**src/rtl/fp_pkg.sv**
```systemverilog
// Shared FP32 field definitions and constant patterns for the divider and multiplier.
package fp_pkg;
    localparam int EXP_W  = 8;
    localparam int FRAC_W = 23;
    localparam int MANT_W = 24;

    localparam logic [7:0]  EXP_BIAS    = 8'd127;
    localparam logic [7:0]  EXP_ONES    = 8'hFF;
    localparam logic [7:0]  EXP_ZERO    = 8'h00;
    localparam logic [30:0] INF_MAG     = {8'hFF, 23'h000000};
    localparam logic [30:0] ZERO_MAG    = 31'h00000000;
    localparam logic [31:0] NAN_DEFAULT = 32'h7F800001;

    function automatic logic [31:0] pack_fp(input logic sign, input logic [EXP_W-1:0] exp,
                                            input logic [FRAC_W-1:0] frac);
        return {sign, exp, frac};
    endfunction
endpackage

```
**src/rtl/fp_classify.sv**
```systemverilog
// Classifies one FP32 operand; subnormals are reported as zero (flush-to-zero).
module fp_classify
    import fp_pkg::*;
(
    input  logic [31:0] value,
    output logic        is_nan,
    output logic        is_inf,
    output logic        is_zero
);
    logic [EXP_W-1:0]  exp_s;
    logic [FRAC_W-1:0] frac_s;

    assign exp_s   = value[30:23];
    assign frac_s  = value[22:0];
    assign is_nan  = (exp_s == EXP_ONES) && (frac_s != 23'h000000);
    assign is_inf  = (exp_s == EXP_ONES) && (frac_s == 23'h000000);
    assign is_zero = (exp_s == EXP_ZERO);
endmodule

```
**src/rtl/fdiv_seq.sv**
```systemverilog
// Sequential FP32 divider (restoring, one quotient bit per cycle).
// Define FDIV_SEQ_ROUND_EN for round-to-nearest-even; default build truncates.
module fdiv_seq
    import fp_pkg::*;
#(
    parameter logic [31:0] NAN_VALUE = NAN_DEFAULT
) (
    input  logic        clk,
    input  logic        rst,
    input  logic        start,
    input  logic [31:0] a,
    input  logic [31:0] b,
    output logic        busy,
    output logic        done,
    output logic [31:0] out
);
    typedef enum logic [2:0] {IDLE, CHECK, CALC, NORM, DONE} state_t;

    state_t              state_r;
    logic [31:0]         a_r, b_r;
    logic [24:0]         rem_r;
    logic [25:0]         q_r;
    logic [4:0]          cnt_r;

    logic                a_nan_s, a_inf_s, a_zero_s, b_nan_s, b_inf_s, b_zero_s;
    logic                sign_s, special_s;
    logic [31:0]         special_out_s, norm_out_s;
    logic [24:0]         rem_in_s, rem_nxt_s;
    logic [25:0]         q_in_s, q_nxt_s, diff_s;
    logic [MANT_W-1:0]   ma_s, mb_s;
    logic [FRAC_W-1:0]   mant_s, mant_rnd_s;
    logic                guard_s, sticky_s, carry_s;
    logic signed [9:0]   exp_s, exp_rnd_s;

    fp_classify u_cls_a (.value(a_r), .is_nan(a_nan_s), .is_inf(a_inf_s), .is_zero(a_zero_s));
    fp_classify u_cls_b (.value(b_r), .is_nan(b_nan_s), .is_inf(b_inf_s), .is_zero(b_zero_s));

    assign sign_s = a_r[31] ^ b_r[31];
    assign ma_s   = {1'b1, a_r[22:0]};
    assign mb_s   = {1'b1, b_r[22:0]};

    // Special-operand result selection, evaluated while in CHECK
    always_comb begin
        special_s     = 1'b1;
        special_out_s = 32'h00000000;
        if (a_nan_s || b_nan_s || (a_zero_s && b_zero_s) || (a_inf_s && b_inf_s)) begin
            special_out_s = {1'b0, NAN_VALUE[30:0]};
        end else if (a_inf_s || b_zero_s) begin
            special_out_s = {sign_s, INF_MAG};
        end else if (a_zero_s || b_inf_s) begin
            special_out_s = {sign_s, ZERO_MAG};
        end else begin
            special_s     = 1'b0;
            special_out_s = 32'h00000000;
        end
    end

    // One restoring-division step; the first step runs on the CHECK exit edge
    always_comb begin
        if (state_r == CHECK) begin
            rem_in_s = {1'b0, ma_s};
            q_in_s   = 26'h0000000;
        end else begin
            rem_in_s = rem_r;
            q_in_s   = q_r;
        end
        diff_s = {1'b0, rem_in_s} - {2'b00, mb_s};
        if (diff_s[25]) begin
            rem_nxt_s = {rem_in_s[23:0], 1'b0};
            q_nxt_s   = {q_in_s[24:0], 1'b0};
        end else begin
            rem_nxt_s = {diff_s[23:0], 1'b0};
            q_nxt_s   = {q_in_s[24:0], 1'b1};
        end
    end

    // Normalise the quotient, round or truncate, then clamp the exponent
    always_comb begin
        if (q_r[25]) begin
            mant_s   = q_r[24:2];
            guard_s  = q_r[1];
            sticky_s = q_r[0] | (rem_r != 25'h0000000);
            exp_s    = $signed({2'b00, a_r[30:23]}) - $signed({2'b00, b_r[30:23]}) + 10'sd127;
        end else begin
            mant_s   = q_r[23:1];
            guard_s  = q_r[0];
            sticky_s = (rem_r != 25'h0000000);
            exp_s    = $signed({2'b00, a_r[30:23]}) - $signed({2'b00, b_r[30:23]}) + 10'sd126;
        end
`ifdef FDIV_SEQ_ROUND_EN
        {carry_s, mant_rnd_s} = {1'b0, mant_s} + {23'h000000, guard_s & (sticky_s | mant_s[0])};
`else
        carry_s    = 1'b0;
        mant_rnd_s = mant_s;
`endif
        exp_rnd_s = exp_s + (carry_s ? 10'sd1 : 10'sd0);
        if (exp_rnd_s >= 10'sd255) begin
            norm_out_s = {sign_s, INF_MAG};
        end else if (exp_rnd_s <= 10'sd0) begin
            norm_out_s = {sign_s, ZERO_MAG};
        end else begin
            norm_out_s = pack_fp(sign_s, exp_rnd_s[7:0], mant_rnd_s);
        end
    end

    // Control FSM with registered busy/done/out
    always_ff @(posedge clk) begin
        if (rst) begin
            state_r <= IDLE;
            busy    <= 1'b0;
            done    <= 1'b0;
            out     <= 32'h00000000;
            cnt_r   <= 5'd0;
            a_r     <= 32'h00000000;
            b_r     <= 32'h00000000;
            q_r     <= 26'h0000000;
            rem_r   <= 25'h0000000;
        end else begin
            case (state_r)
                IDLE: begin
                    done <= 1'b0;
                    if (start) begin
                        a_r     <= a;
                        b_r     <= b;
                        busy    <= 1'b1;
                        state_r <= CHECK;
                    end else begin
                        state_r <= IDLE;
                    end
                end
                CHECK: begin
                    if (special_s) begin
                        out     <= special_out_s;
                        done    <= 1'b1;
                        state_r <= DONE;
                    end else begin
                        q_r     <= q_nxt_s;
                        rem_r   <= rem_nxt_s;
                        cnt_r   <= 5'd1;
                        state_r <= CALC;
                    end
                end
                CALC: begin
                    q_r   <= q_nxt_s;
                    rem_r <= rem_nxt_s;
                    if (cnt_r == 5'd25) begin
                        cnt_r   <= 5'd0;
                        state_r <= NORM;
                    end else begin
                        cnt_r   <= cnt_r + 5'd1;
                    end
                end
                NORM: begin
                    out     <= norm_out_s;
                    done    <= 1'b1;
                    state_r <= DONE;
                end
                DONE: begin
                    done    <= 1'b0;
                    busy    <= 1'b0;
                    state_r <= IDLE;
                end
                default: begin
                    busy    <= 1'b0;
                    done    <= 1'b0;
                    cnt_r   <= 5'd0;
                    state_r <= IDLE;
                end
            endcase
        end
    end
endmodule

```
**config.mk**
```make
export PLATFORM = sky130hd
export DESIGN_NAME = fdiv_seq
export DESIGN_NICKNAME = d
export VERILOG_FILES = /design/src/rtl/fp_pkg.sv /design/src/rtl/fp_classify.sv /design/src/rtl/fdiv_seq.sv
export SDC_FILE = /design/constraint.sdc
export NUM_CORES = 1
export LEC_CHECK = 0
export ABC_AREA = 1
export BUFFER_PORTS_ARGS = -buffer_cell sky130_fd_sc_hd__buf_2
export CAP_MARGIN = 20
export CORE_MARGIN = 10
export CORE_UTILIZATION = 59
export DETAILED_ROUTE_END_ITERATION = 10
export PLACE_DENSITY_LB_ADDON = 0.05
export SLEW_MARGIN = 10
export SYNTH_ARGS = -nofsm -noshare
export SYNTH_HDL_FRONTEND = slang
export SYNTH_HIERARCHICAL = 1
export SYNTH_SLANG_ARGS = --single-unit
```
**constraint.sdc**
```tcl
create_clock -name clk -period 3.45 [get_ports clk]
set_input_delay 0.5175 -clock clk [delete_from_list [all_inputs] [get_ports clk]]
set_output_delay 0.5175 -clock clk [all_outputs]
set_load 0.02 [all_outputs]
```
Yosys cells after proc, flatten, opt, wreduce, memory -nomap -nowiden
Cells that the tools add are included.

operators by class
  $add $sub $neg = 5
  multipliers = 0
  divide/modulo/power cells = 0
  order comparisons = 2
  eq/ne operators = 11
  shift-type cells = 0
  muxes and demuxes = 31
  bitwise gates (word level) = 4
  reduce and logical (&&, ||, !) cells = 28

operator list
  operator                                                                               number
  32-bit two-way mux                                                                     4
  25-bit two-way mux                                                                     4
  32-bit one-hot mux with 2 select lines                                                 1
  31-bit two-way mux                                                                     2
  26-bit one-hot mux with 2 select lines                                                 1
  25-bit one-hot mux with 2 select lines                                                 1
  23-bit logical NOT                                                                     2
  23-bit nonzero test                                                                    2
  26-bit two-way mux                                                                     1
  25-bit by 24-bit subtractor with 26-bit output                                         1
  23-bit two-way mux                                                                     1
  9-bit by 8-bit adder with 10-bit output (second input constant)                        2
  8-bit == test (second input constant)                                                  2
  8-bit logical NOT                                                                      2
  5-bit one-hot mux with 3 select lines                                                  1
  3-bit one-hot mux with 4 select lines                                                  1
  2-bit AND reduction                                                                    6
  10-bit by 9-bit greater-or-equal comparator with 1-bit output (second input constant)  1
  10-bit by 1-bit <= comparator with 1-bit output (second input constant)                1
  10-bit two-way mux                                                                     1
  5-bit two-way mux                                                                      2
  8-bit by 8-bit subtractor with 9-bit output                                            1
  2-bit != test (second input constant)                                                  4
  1-bit two-way mux                                                                      7
  15 further kinds                                                                       30

storage, ports and cells
  register bits after elaboration = 157
  latch bits = 0
  RAM bits = 0
  ROM bits = 0
  input bits = 67
  output and inout port bits = 34
  logic and storage cells = 90
  memories = 0

Longest topological paths before layout
Gate-level depths: netlist (run 1).

  depth in word-level cells = 8
  depth in mapped cells = 25

By module
The synthesis (run 1) kept the hierarchy.

modules (own cells, without submodules)
  module       times used  cells each  area an instance (um^2)
  fdiv_seq     1           1,266       8,799.7
  fp_classify  2           36          146.4

Worst setup path after synthesis (run 1)
Ideal clock, no wire load.

  kind = reg-to-reg
  start = reg state_r[0]
  end = reg rem_r[13]
  arrival = 3.000 ns
  setup slack = 0.394 ns
  cell stages (with the launch flop) = 20
  buffers on the path = 2
  clock period less this slack = 3.056 ns
  cell sequence = dfxtp_1 > inv_1 > nor2_1 > nand2_1 > clkbuf_1 > clkbuf_1 > nor2_1 > inv_1 > ha_1 > fa_1 > nor3_1 > nor2_1 > o21bai_1 > a21oi_1 > o21ai_0 > xor2_1 > nand2_1 > nand3_1 > nand2_1 > inv_1

between the ends
  longest elaborated chain between the ends = 6
  elaborated cells on any way between the ends = 10
  classes of those cells = 1 x add/sub; 3 x eq/ne; 4 x mux; 2 x reduce/logical

ends and longest elaborated chain
  item                                            line                             text
  start, declared                                 fdiv_seq.sv:19                   state_t state_r;
  start signal, assigned                          fdiv_seq.sv:109                  state_r <= IDLE;
  start signal, assigned                          fdiv_seq.sv:126                  state_r <= CHECK;
  start signal, assigned                          fdiv_seq.sv:128                  state_r <= IDLE;
  3-bit by 1-bit == test with 1-bit output        fdiv_seq.sv:60, fdiv_seq.sv:119
  25-bit two-way mux                              fdiv_seq.sv:60                   if (state_r == CHECK) begin
  25-bit by 24-bit subtractor with 26-bit output  fdiv_seq.sv:67                   diff_s = {1'b0, rem_in_s} - {2'b00, mb_s};
  25-bit two-way mux                              fdiv_seq.sv:68                   if (diff_s[25]) begin
  25-bit two-way mux                              fdiv_seq.sv:132                  if (special_s) begin
  25-bit one-hot mux with 2 select lines          fdiv_seq.sv:119                  case (state_r)
  end signal, assigned                            fdiv_seq.sv:138                  rem_r <= rem_nxt_s;
  end signal, assigned                            fdiv_seq.sv:145                  rem_r <= rem_nxt_s;
  end, declared                                   fdiv_seq.sv:21                   logic [24:0] rem_r;

Parallel ways exist; a longest one is shown, timed or not. The select of a mux whose other input is x is not followed.
A chain may end at the register's enable or synchronous reset.

Worst setup path in the final report (run 1)
  start = reg state_r[0]
  end = reg rem_r[15]

Same word-level chain as after synthesis.

==> results of run 1 <==
==> cells in the final DEF (no fill, tap or decap), types with 11 or more instances in the layout <==
cell / instances
nand3_2: 26
dfxtp_1: 155
nand3_1: 61
nor2_1: 73
ha_1: 36
o211ai_1: 25
buf_2: 100
xor2_1: 11
a21oi_2: 23
clkbuf_16: 18
inv_1: 153
nand4_1: 14
o21ai_0: 110
a21oi_1: 144
nand2_1: 344
nand2_2: 18
buf_4: 15
==> power breakdown <==
| group | switching [mW] | internal (mW) |
|---|---|---|
| clock | 0.871 | 1.06 |
| sequential | 0.221 | 2.15 |
| combinational | 3.71 | 1.99 |
==> flip-flops by register name, summed over array words and instances, names as in the netlist <==
register,count
a_r,32
b_r,32
busy,1
cnt_r,5
done,1
out,32
q_r,26
rem_r,24
state_r,3
==> layer usage <==
layer	routed length [um]	GRT usage, %
met1	11400	30.5
met3	1180	4.76
met4	293	6.12
met5	0	0
met2	9790	32.8
==> worst max-delay path by stage <==
stage	start	endpoint	slack (ps)	cells after the start
global route	b_r[24]	out[18]	-60	24
finish	state_r[0]	rem_r[15]	250	18
detailed placement	state_r[0]	rem_r[15]	100	18
CTS	state_r[0]	rem_r[15]	80	18
floorplan	state_r[0]	rem_r[13]	390	19
global placement	state_r[0]	rem_r[15]	270	18
==> critical path, stage by stage, from the launching register on <==
cell	delay (ps)
dfxtp_1	360
inv_1	60
nor2_2	130
nand2_1	140
buf_4	240
nor2_1	160
inv_1	60
ha_1	220
fa_1	420
nor3_1	240
nor2_2	100
o21bai_2	210
a21oi_1	150
o21ai_0	250
xor2_1	100
nand2_1	70
nand3_1	70
nand2_1	90
inv_1	30
==> logic make-up after synthesis <==
kind of cell,count (synthesis)
AND/OR/NAND/NOR,574
AO/OA/AOI/OAI,329
buffers and inverters,222
flip-flops,156
adder cells (fa/ha/maj),38
XOR/XNOR,19
==> layout make-up <==
cell class / count / area share [%]
Multi-Input combinational cell: 961 / 49.1
Sequential cell: 156 / 30.0
Timing Repair Buffer: 121 / 7.09
Inverter: 159 / 5.75
Clock buffer: 18 / 4.22
Tap cell: 188 / 2.26
Clock inverter: 14 / 1.60
==> metrics by stage <==
step                total power [mW]  hold WS (ps)  util (%)  instance area, um2
floorplan                       6.84           434         -                9090
global placement                7.87           444      64.1                9700
detailed placement              7.90           452      64.1                9700
CTS                             9.88           347      68.1               10300
global route                    10.9           364      68.8               10400
finish                          10.0           354      68.8               10400
==> repair_timing <==
item	4_1_cts	5_1_grt
endpoints found under the setup margin	0	49
gates resized for setup	0	15
setup buffers	0	4
hold endpoints to repair	0	0
==> qor.txt, run 1 <==
====================================================================================================
Num CTS Buffers                                                                                   17
Fraction of layout cells with a size suffix above 1                                            17.5%
Min-Delay Startpoint                                                                            b[2]
Routed Antenna Nets                                                                                0
Maximum clock path buffer count                                                                    2
Number of DRC violations after detailed routing                                                    0
Status                                                                                     completed
Total number of nets in the final design                                                        1521
Final Non-Filler Cells                                                                          1617
Multiplexer share of the synthesized area                                                         0%
Maximum net fanout on the critical path                                                           25
Most frequent cell after synthesis                                                           nand2_1
Post-synthesis share of cell area spent on and, or, nand and nor gates                         28.5%
Min setup slack post-route                                                                    250 ps
Sequential share of the synthesized area                                                       34.3%
Capture endpoint of the worst hold path                                                       b_r[2]
Layout fillers                                                                                  1336
Startpoint types                                                                           flip-flop
Clock insertion delay at the later pin of the skew report                                     440 ps
Async set or reset register ratio after synthesis                                                 0%
Compound-gate portion of the synthesized area                                                  20.2%
Slack of the worst reg-to-reg path                                                            250 ps
Via Count                                                                                       8647
Endpoints failing setup                                                                            0
Critical register-to-register path startpoint                                             state_r[0]
Area of combinational cells with multiple inputs                                            5110 um2
Area share of xor/xnor cells in the synthesized design                                         1.83%
Top flip-flop cell by instance count after synthesis                                         dfxtp_1
Area of all sequential standard cells                                                       3120 um2
Number of global-route vias before repair                                                       7802
Top post-synthesis cells by area                                                        dfxtp_1, nand2_1, a21oi_1
Number of standard-cell rows in the floorplan                                                     45
Share of the clock period used by the worst path                                               92.7%
Data arrival, critical path                                                                  3540 ps
Global-route wire length before repair                                                      37300 um
Share of the synthesized area in the top cell type                                             34.3%
Pin count of the biggest net entering global routing                                              79
Vertical extent of the die                                                                    144 um
Least-Margin Pin Slew                                                                         794 ps
GR Util All Layers                                                                             21.8%
H-tree lvl count                                                                                   4
Initial cell density of the core                                                               60.0%
Routability cong.                                                                              0.936
Placeable core region                                                                      15100 um2
Power density over the cells                                                              961 nW/um2
CP Capture Type                                                                            flip-flop
Capturing point of the worst reg2reg path                                                  rem_r[15]
Library cells used by synthesis                                                                   44
Count of final max-slew check failures                                                             0
Boundary Pins                                                                                    101
Net Count, Synth                                                                                1443
Count of state elements after synthesis                                                          156
Headroom to the max-slew limit                                                                 47.1%
Mean instance size in the synthesized netlist                                               6.80 um2
Critical path type                                                                        reg -> reg
Worst slack at placement                                                                     97.7 ps
Initial antenna violation count                                                                    0
Worst Hold Depth                                                                                   3
Ratio of routed vias to standard cells                                                          5.35
Sinks on Clock Net                                                                               156
Maximum clock skew at final layout                                                           10.3 ps
Maximum clock frequency                                                                      313 MHz
Synth top cells by count                                                                nand2_1, dfxtp_1, inv_1
Routed WL per cell                                                                           14.0 um
Sum Neg Setup Slack                                                                             0 ps
Fraction of the mapped netlist area in adder cells                                             5.31%
RSZ-0062 raised after global routing                                                             yes
Leakage power                                                                                4.68 nW
Length in cells of the worst reg-to-reg path                                                      18
Syn. warnings                                                                                      6
Area growth from synthesis to layout                                                           14.5%
Antenna diode instance count                                                                       0
Area enclosed by the die boundary                                                          20800 um2
Final Critical Period                                                                        3200 ps
Worst vdd ir                                                                                0.551 mV
Clock-pin slew reported for the worst setup and hold paths after clock tree synthesis          70 ps
Port bufs                                                                                        100
Library cell occupying the most area in the post-synthesis netlist                           dfxtp_1
Number of synthesized flops with an enable pin                                                     0
Post-detail-place hpwl                                                                      16100 um
Netlist area before placement                                                               9090 um2
DRC violation total after the first TritonRoute iteration                                        582
Maxcap violations                                                                                  0
Synth Instances                                                                                 1338
Final hold violations                                                                              0
Die boundary width                                                                            144 um
Number of cells after detailed placement                                                        1579
Hold Buf Count CTS                                                                                 0
Main combinational cell family by area after synthesis                                  simple AND/OR/NAND/NOR gates
Length of the first detailed-routing pass in iterations                                            5
Root buffer selected by CTS                                                                clkbuf_16
Required time at the endpoint of the critical path                                           3790 ps
Total routed wirelength                                                                     22600 um
Global-route congestion overflow total                                                             0
TritonCTS clock tree                                                                            done
Class of the tightest hold or removal check                                                in -> reg
====================================================================================================
Power figures use the tool's default switching activity.
==> inputs of run 2 (changes only) <==
- CELL_PAD_IN_SITES_DETAIL_PLACEMENT: not set -> 0
- CELL_PAD_IN_SITES_GLOBAL_PLACEMENT: not set -> 2
- CORE_ASPECT_RATIO: not set -> 1.25
- CORE_UTILIZATION: 59 -> 33
- REMOVE_ABC_BUFFERS: not set -> 1
==> run 2 against run 1 <==
  * Critical path depth increased by 1
  * Via count decreased by 1.7%
  * Final area increased by 1.5%
  * Hold slack improved by 11 ps
  * First-iteration DRC count decreased by 35%
  * Core utilization decreased by 30 points
  * Sequential share of layout area decreased by 0.46 points
  * Non-clock buffer count increased by 2
  * Register-to-register slack improved by 50 ps
  * Wire length increased by 18%
  * Critical endpoint is now rem_r[21]
==> qor.txt, run 2 (synthesis gave the netlist of run 1 again) <==
====================================================================================================
Net switching fraction of the power                                                            49.1%   was 48.0%
Share of the clock period used by the worst path                                               91.4%   was 92.7%
Reg power frac                                                                                 23.3%   was 23.7%
Initial cell density of the core                                                               33.7%   was 60.0%
Routed Antenna Nets                                                                                0   unchanged
Crit-path slowest cell                                                                       dfxtp_1   was fa_1
Length of the first detailed-routing pass in iterations                                            4   was 5
Final Critical Period                                                                        3150 ps   was 3200 ps
Cell family contributing the most delay on the critical path                            simple AND/OR/NAND/NOR gates   unchanged
GR Util All Layers                                                                             15.2%   was 21.8%
Antenna diode instance count                                                                       0   unchanged
Slack of the worst reg-to-reg path                                                            300 ps   was 250 ps
Ratio of routed vias to standard cells                                                          4.78   was 5.35
Total number of nets in the final design                                                        1524   was 1521
Number of global-route vias before repair                                                       8494   was 7802
Num CTS Buffers                                                                                   17   unchanged
Sum Neg Setup Slack                                                                             0 ps   unchanged
Layout fillers                                                                                  3033   was 1336
Clock-pin slew reported for the worst setup and hold paths after clock tree synthesis          70 ps   about the same
Min-Delay Startpoint                                                                           b[12]   was b[2]
Part of the power in combinational logic                                                       59.2%   was 57.0%
Capture endpoint of the worst hold path                                                      b_r[12]   was b_r[2]
Sinks on Clock Net                                                                               156   unchanged
Number of DRC violations after detailed routing                                                    0   unchanged
Number of buffers and inverters on the critical path                                               4   unchanged
Clock Power Share                                                                              17.5%   was 19.3%
Routed WL per cell                                                                           15.0 um   was 14.0 um
Die boundary width                                                                            168 um   was 144 um
Length in cells of the worst reg-to-reg path                                                      19   was 18
Routability cong.                                                                              0.873   was 0.936
Least-Margin Pin Slew                                                                         816 ps   was 794 ps
Maximum clock path buffer count                                                                    2   unchanged
Critical path type                                                                        reg -> reg   unchanged
Via Count                                                                                       8501   was 8647
NetSw                                                                                        5.00 mW   was 4.80 mW
Regs by FF count                                                                        a_r (32), b_r (32), out (32)   unchanged
Status                                                                                     completed   unchanged
Vertical extent of the die                                                                    206 um   was 144 um
Class of the tightest hold or removal check                                                in -> reg   unchanged
Endpoints failing setup                                                                            0   unchanged
Most common cell after layout, fill and taps aside                                           nand2_1   unchanged
List of cells traversed by the critical path                                            inv_1, nor2_1, nand2_2, buf_12, buf_4, nand2_1, o21ai_0, ha_1, nand2_1, nor2_1, inv_1, nor2_1, nand4_1, nand3_1, a21oi_1, xor2_1, o21ai_0, nand2_1, a21oi_1   was inv_1, nor2_2, nand2_1, buf_4, nor2_1, inv_1, ha_1, fa_1, nor3_1, nor2_2, o21bai_2, a21oi_1, o21ai_0, xor2_1, nand2_1, nand3_1, nand2_1, inv_1
Total routed wirelength                                                                     26600 um   was 22600 um
Number of standard-cell rows in the floorplan                                                     67   was 45
Maxcap violations                                                                                  0   unchanged
Area enclosed by the die boundary                                                          34600 um2   was 20800 um2
Internal power component                                                                     5.19 mW   was 5.20 mW
Area growth from synthesis to layout                                                           16.3%   was 14.5%
Worst vdd ir                                                                                0.343 mV   was 0.551 mV
Commonest cells after routing, fill and taps aside                                      nand2_1, dfxtp_1, inv_1   unchanged
Headroom to the max-slew limit                                                                 45.6%   was 47.1%
Maximum net fanout on the critical path                                                           31   was 25
Capturing point of the worst reg2reg path                                                  rem_r[21]   was rem_r[15]
Port bufs                                                                                        100   unchanged
Root buffer selected by CTS                                                                clkbuf_16   unchanged
Worst Hold Depth                                                                                   3   unchanged
Core occupancy in the finished layout                                                          39.2%   was 68.8%
Power density over the cells                                                              963 nW/um2   was 961 nW/um2
DRC violation total after the first TritonRoute iteration                                        378   was 582
CP Capture Type                                                                            flip-flop   unchanged
Fraction of layout cells with a size suffix above 1                                            17.7%   was 17.5%
Count of final max-slew check failures                                                             0   unchanged
Initial antenna violation count                                                                    0   unchanged
Critical path's largest stage delay                                                           360 ps   was 420 ps
H-tree lvl count                                                                                   4   unchanged
Maximum clock frequency                                                                      317 MHz   was 313 MHz
Startpoint types                                                                           flip-flop   unchanged
Leakage power                                                                                4.65 nW   was 4.68 nW
Global-route congestion overflow total                                                             0   unchanged
TritonCTS clock tree                                                                            done   unchanged
Final hold violations                                                                              0   unchanged
Clock insertion delay at the later pin of the skew report                                     430 ps   was 440 ps
Critical register-to-register path startpoint                                             state_r[0]   unchanged
Placeable core region                                                                      27000 um2   was 15100 um2
Hold Buf Count CTS                                                                                 0   unchanged
Boundary Pins                                                                                    101   unchanged
Maximum clock skew at final layout                                                           10.9 ps   was 10.3 ps
Global-route wire length before repair                                                      43300 um   was 37300 um
Pin count of the biggest net entering global routing                                              63   was 79
RSZ-0062 raised after global routing                                                              no   was yes
Data arrival, critical path                                                                  3500 ps   was 3540 ps
Required time at the endpoint of the critical path                                           3800 ps   was 3790 ps
Post-detail-place hpwl                                                                      19300 um   was 16100 um
====================================================================================================
run 2: cell count changes in the layout (fill, tap and decap cells not counted), sizes merged:
cell,previous run,this run
inv,168,163
clkinvlp,0,4
bufinv,1,0
buf,120,123
clkinv,4,5
nor2,81,82
run 2: metrics by stage:
step / power [mW] / area (um2) / worst slack [ps] / std cells / hold WS [ps]
after floorplan: 6.58 / 8790 / -655 / 1275 / 435
after CTS: 10.2 / 10500 / 55.3 / 1774 / 346
after global routing: 11.2 / 10600 / 9.28 / 1777 / 365
final: 10.2 / 10600 / 298 / 1777 / 365
after detailed placement: 8.36 / 9940 / -108 / 1741 / 453
after global placement: 8.39 / 9940 / -112 / 1741 / 448
run 2: how the worst max path moves through the flow:
| stage | from | to | slack (ps) | cells after the start |
|---|---|---|---|---|
| finish | state_r[0] | rem_r[21] | 300 | 19 |
| global route | state_r[0] | rem_r[12] | 9 | 18 |
| CTS | b_r[24] | out[0] | 60 | 21 |
| detailed placement | b_r[24] | out[0] | -110 | 21 |
| global placement | b_r[24] | out[0] | -110 | 21 |
| floorplan | state_r[2] | rem_r[16] | -650 | 8 |
run 2: cell type report:
| class | count | area (um2) | area share [%] |
|---|---|---|---|
| clock buffer | 19 | 443 | 4.19 |
| clock inverter | 13 | 108 | 1.02 |
| inverter | 159 | 599 | 5.67 |
| multi-input combinational | 962 | 5130 | 48.5 |
| sequential | 156 | 3120 | 29.5 |
| tap | 345 | 432 | 4.08 |
| timing repair buffer | 123 | 736 | 6.96 |
run 2: what timing repair did:
action,CTS,global route
buffers inserted,0,2
setup endpoints to repair,23,51
pin swaps,1,2
resized for setup,1,17
cloned,1,1
run 2: tightest hold or removal path: cells and delay by family:
kind                   cells  cell delay (ps)
AO/OA/AOI/OAI              2              170
buffers and inverters      1               70
run 2: power by group through the flow:
stage | Clock (mW) | Combinational, mW | Sequential (mW)
after detailed placement | 0 | 5.95 | 2.41
after global routing | 1.92 | 6.90 | 2.42
final | 1.78 | 6.02 | 2.37
after floorplan | 0 | 4.20 | 2.38
after global placement | 0 | 5.98 | 2.41
after CTS | 1.85 | 6.02 | 2.37
run 2: per-layer routing:
metal  track usage [%]  wire length (um)  up-vias
met1              17.5             11700     3858
met4              4.02               245        0
met3              2.44               542       14
met5                 0                 0        -
met2              28.4             14100       92
li1                  -                 -     4537
==> inputs of run 3 (changes only) <==
- PLACE_DENSITY: not set -> 0.84
- PLACE_DENSITY_LB_ADDON: 0.05 -> not set
- TNS_END_PERCENT: not set -> 10
==> run 3 against run 2 <==
  * Register-to-register slack gained 50 ps
  * First-iteration DRC count shrank 2.9%
  * Clock power shrank 2%
  * Cell count shrank 0.17%
  * Flip-flop and latch count is the same
  * Global-route usage shrank 0.94 points
  * Setup slack gained 54 ps
  * Critical path type unchanged
  * Largest cell class unchanged
==> qor.txt, run 3 (synthesis gave the netlist of run 1 again) <==
====================================================================================================
Status                                                                                     completed   unchanged
Area growth from synthesis to layout                                                           15.5%   was 16.3%
Root buffer selected by CTS                                                                clkbuf_16   unchanged
Critical register-to-register path startpoint                                                b_r[24]   was state_r[0]
Total routed wirelength                                                                     25100 um   was 26600 um
Number of cells after detailed placement                                                        1740   was 1741
CP Capture Type                                                                            flip-flop   unchanged
Maximum clock path buffer count                                                                    2   unchanged
Pin count of the biggest net entering global routing                                              82   was 63
Maximum clock skew at final layout                                                           9.35 ps   was 10.9 ps
Number of standard-cell rows in the floorplan                                                     67   unchanged
Headroom to the max-slew limit                                                                 48.2%   was 45.6%
Ratio of routed vias to standard cells                                                          4.82   was 4.78
Critical path type                                                                        reg -> reg   unchanged
Global-route wire length before repair                                                      40900 um   was 43300 um
Worst slack at placement                                                                    -20.4 ps   was -108 ps
Required time at the endpoint of the critical path                                           3810 ps   was 3800 ps
Final hold violations                                                                              0   unchanged
Routability cong.                                                                              0.840   was 0.873
Port bufs                                                                                        100   unchanged
Global-route congestion overflow total                                                             0   unchanged
Number of global-route vias before repair                                                       8322   was 8494
RSZ-0062 raised after global routing                                                              no   unchanged
Initial cell density of the core                                                               33.7%   unchanged
Fraction of layout cells with a size suffix above 1                                            17.3%   was 17.7%
Length of the first detailed-routing pass in iterations                                            5   was 4
Final Non-Filler Cells                                                                          1774   was 1777
Slack of the worst reg-to-reg path                                                            350 ps   was 300 ps
Leakage power                                                                                4.61 nW   was 4.65 nW
Most common cell after layout, fill and taps aside                                           nand2_1   unchanged
Core occupancy in the finished layout                                                          38.9%   was 39.2%
Maximum net fanout on the critical path                                                           11   was 31
Final Critical Period                                                                        3100 ps   was 3150 ps
Class of the tightest hold or removal check                                                in -> reg   unchanged
Worst vdd ir                                                                                0.361 mV   was 0.343 mV
Data arrival, critical path                                                                  3460 ps   was 3500 ps
Commonest cells after routing, fill and taps aside                                      nand2_1, dfxtp_1, inv_1   unchanged
Clock-pin slew reported for the worst setup and hold paths after clock tree synthesis          70 ps   about the same
Area of all sequential standard cells                                                       3120 um2   unchanged
Capture endpoint of the worst hold path                                                      b_r[11]   was b_r[12]
Routed Antenna Nets                                                                                0   unchanged
Worst Hold Depth                                                                                   3   unchanged
H-tree lvl count                                                                                   4   unchanged
Maxcap violations                                                                                  0   unchanged
DRC violation total after the first TritonRoute iteration                                        367   was 378
Min setup slack post-route                                                                    351 ps   was 298 ps
Clock insertion delay at the later pin of the skew report                                     430 ps   about the same
Area of combinational cells with multiple inputs                                            5110 um2   was 5130 um2
Sinks on Clock Net                                                                               156   unchanged
GR Util All Layers                                                                             14.3%   was 15.2%
Length in cells of the worst reg-to-reg path                                                      21   was 19
Layout fillers                                                                                  2995   was 3033
Placeable core region                                                                      27000 um2   unchanged
Number of DRC violations after detailed routing                                                    0   unchanged
Via Count                                                                                       8544   was 8501
Routed WL per cell                                                                           14.1 um   was 15.0 um
Vertical extent of the die                                                                    206 um   unchanged
Power density over the cells                                                              948 nW/um2   was 963 nW/um2
Area enclosed by the die boundary                                                          34600 um2   unchanged
Capturing point of the worst reg2reg path                                                    out[22]   was rem_r[21]
Count of final max-slew check failures                                                             0   unchanged
Crit path launch                                                                             b_r[24]   was state_r[0]
Min-Delay Startpoint                                                                           b[11]   was b[12]
Endpoints failing setup                                                                            0   unchanged
Regs by FF count                                                                        a_r (32), b_r (32), out (32)   unchanged
Die boundary width                                                                            168 um   unchanged
Power, Total                                                                                 9.95 mW   was 10.2 mW
Hold Buf Count CTS                                                                                 0   unchanged
Maximum clock frequency                                                                      323 MHz   was 317 MHz
Antenna diode instance count                                                                       0   unchanged
Least-Margin Pin Slew                                                                         777 ps   was 816 ps
Post-detail-place hpwl                                                                      18200 um   was 19300 um
Initial antenna violation count                                                                    0   unchanged
Total number of nets in the final design                                                        1523   was 1524
TritonCTS clock tree                                                                            done   unchanged
Startpoint types                                                                           flip-flop   unchanged
Num CTS Buffers                                                                                   17   unchanged
Share of the clock period used by the worst path                                               89.8%   was 91.4%
Boundary Pins                                                                                    101   unchanged
====================================================================================================
[run 3: how the worst max path moves through the flow]
stage                 to  slack [ps]  cells past startpoint
2_1_floorplan  rem_r[16]        -650                      8
3_3_place_gp      out[0]           4                     21
3_5_place_dp      out[0]         -20                     21
4_1_cts           out[0]         140                     21
5_1_grt          out[26]          20                     23
6_report         out[22]         350                     21
[run 3: timing repair]
action / 4_1_cts / 5_1_grt
endpoints found under the hold margin: 0 / 0
gates cloned: 1 / 1
resized for setup: 1 / 14
endpoints found under the setup margin: 19 / 54
buffers inserted: 0 / 2
pin swaps: 1 / 3
[run 3: power by group]
part	total, mW	leakage (nW)	switching [mW]	internal (mW)
Clock	1.74	0.250	0.791	0.944
Combinational	5.85	3.08	3.82	2.03
Sequential	2.37	1.28	0.214	2.15
Total	9.95	4.61	4.82	5.13
[run 3: through the flow]
stage / instance area [um2] / hold WS [ps] / TNS (ps)
4_1_cts: 10400 / 347 / 0
6_report: 10500 / 362 / 0
3_5_place_dp: 9900 / 456 / -37.0
5_1_grt: 10500 / 367 / 0
3_3_place_gp: 9900 / 450 / 0
2_1_floorplan: 8790 / 435 / -15180
[run 3: critical path, cell delays in order, from the launching register on]
cell and delay [ps]:
dfxtp_1 350, inv_1 70, ha_2 380, nand2_1 90
nand2_2 110, nand2_1 80, nand2_1 110, inv_1 70
ha_1 190, nand3b_1 80, nand2_1 60, inv_1 80
nand3_2 100, nor2_2 150, nand3_1 110, nand2_2 110
nor2_1 50, nand2_1 60, nand2_2 130, nor2_4 390
nand3_2 130, a21oi_2 130
[run 3: metal layers]
metal | global-route usage [%] | vias up | part of all wire (%)
li1 | - | 4531 | -
met1 | 16.3 | 3873 | 45
met2 | 26.5 | 123 | 51
met3 | 2.56 | 17 | 3.3
met4 | 3.74 | 0 | 1.1
met5 | 0 | - | 0
[run 3: area by class of cell]
class                      instances  area share (%)
tap                              345            4.11
clock buffer                      20            4.25
multi-input combinational        962            48.7
clock inverter                    10           0.798
sequential                       156            29.7
timing repair buffer             122            6.73
inverter                         159            5.68
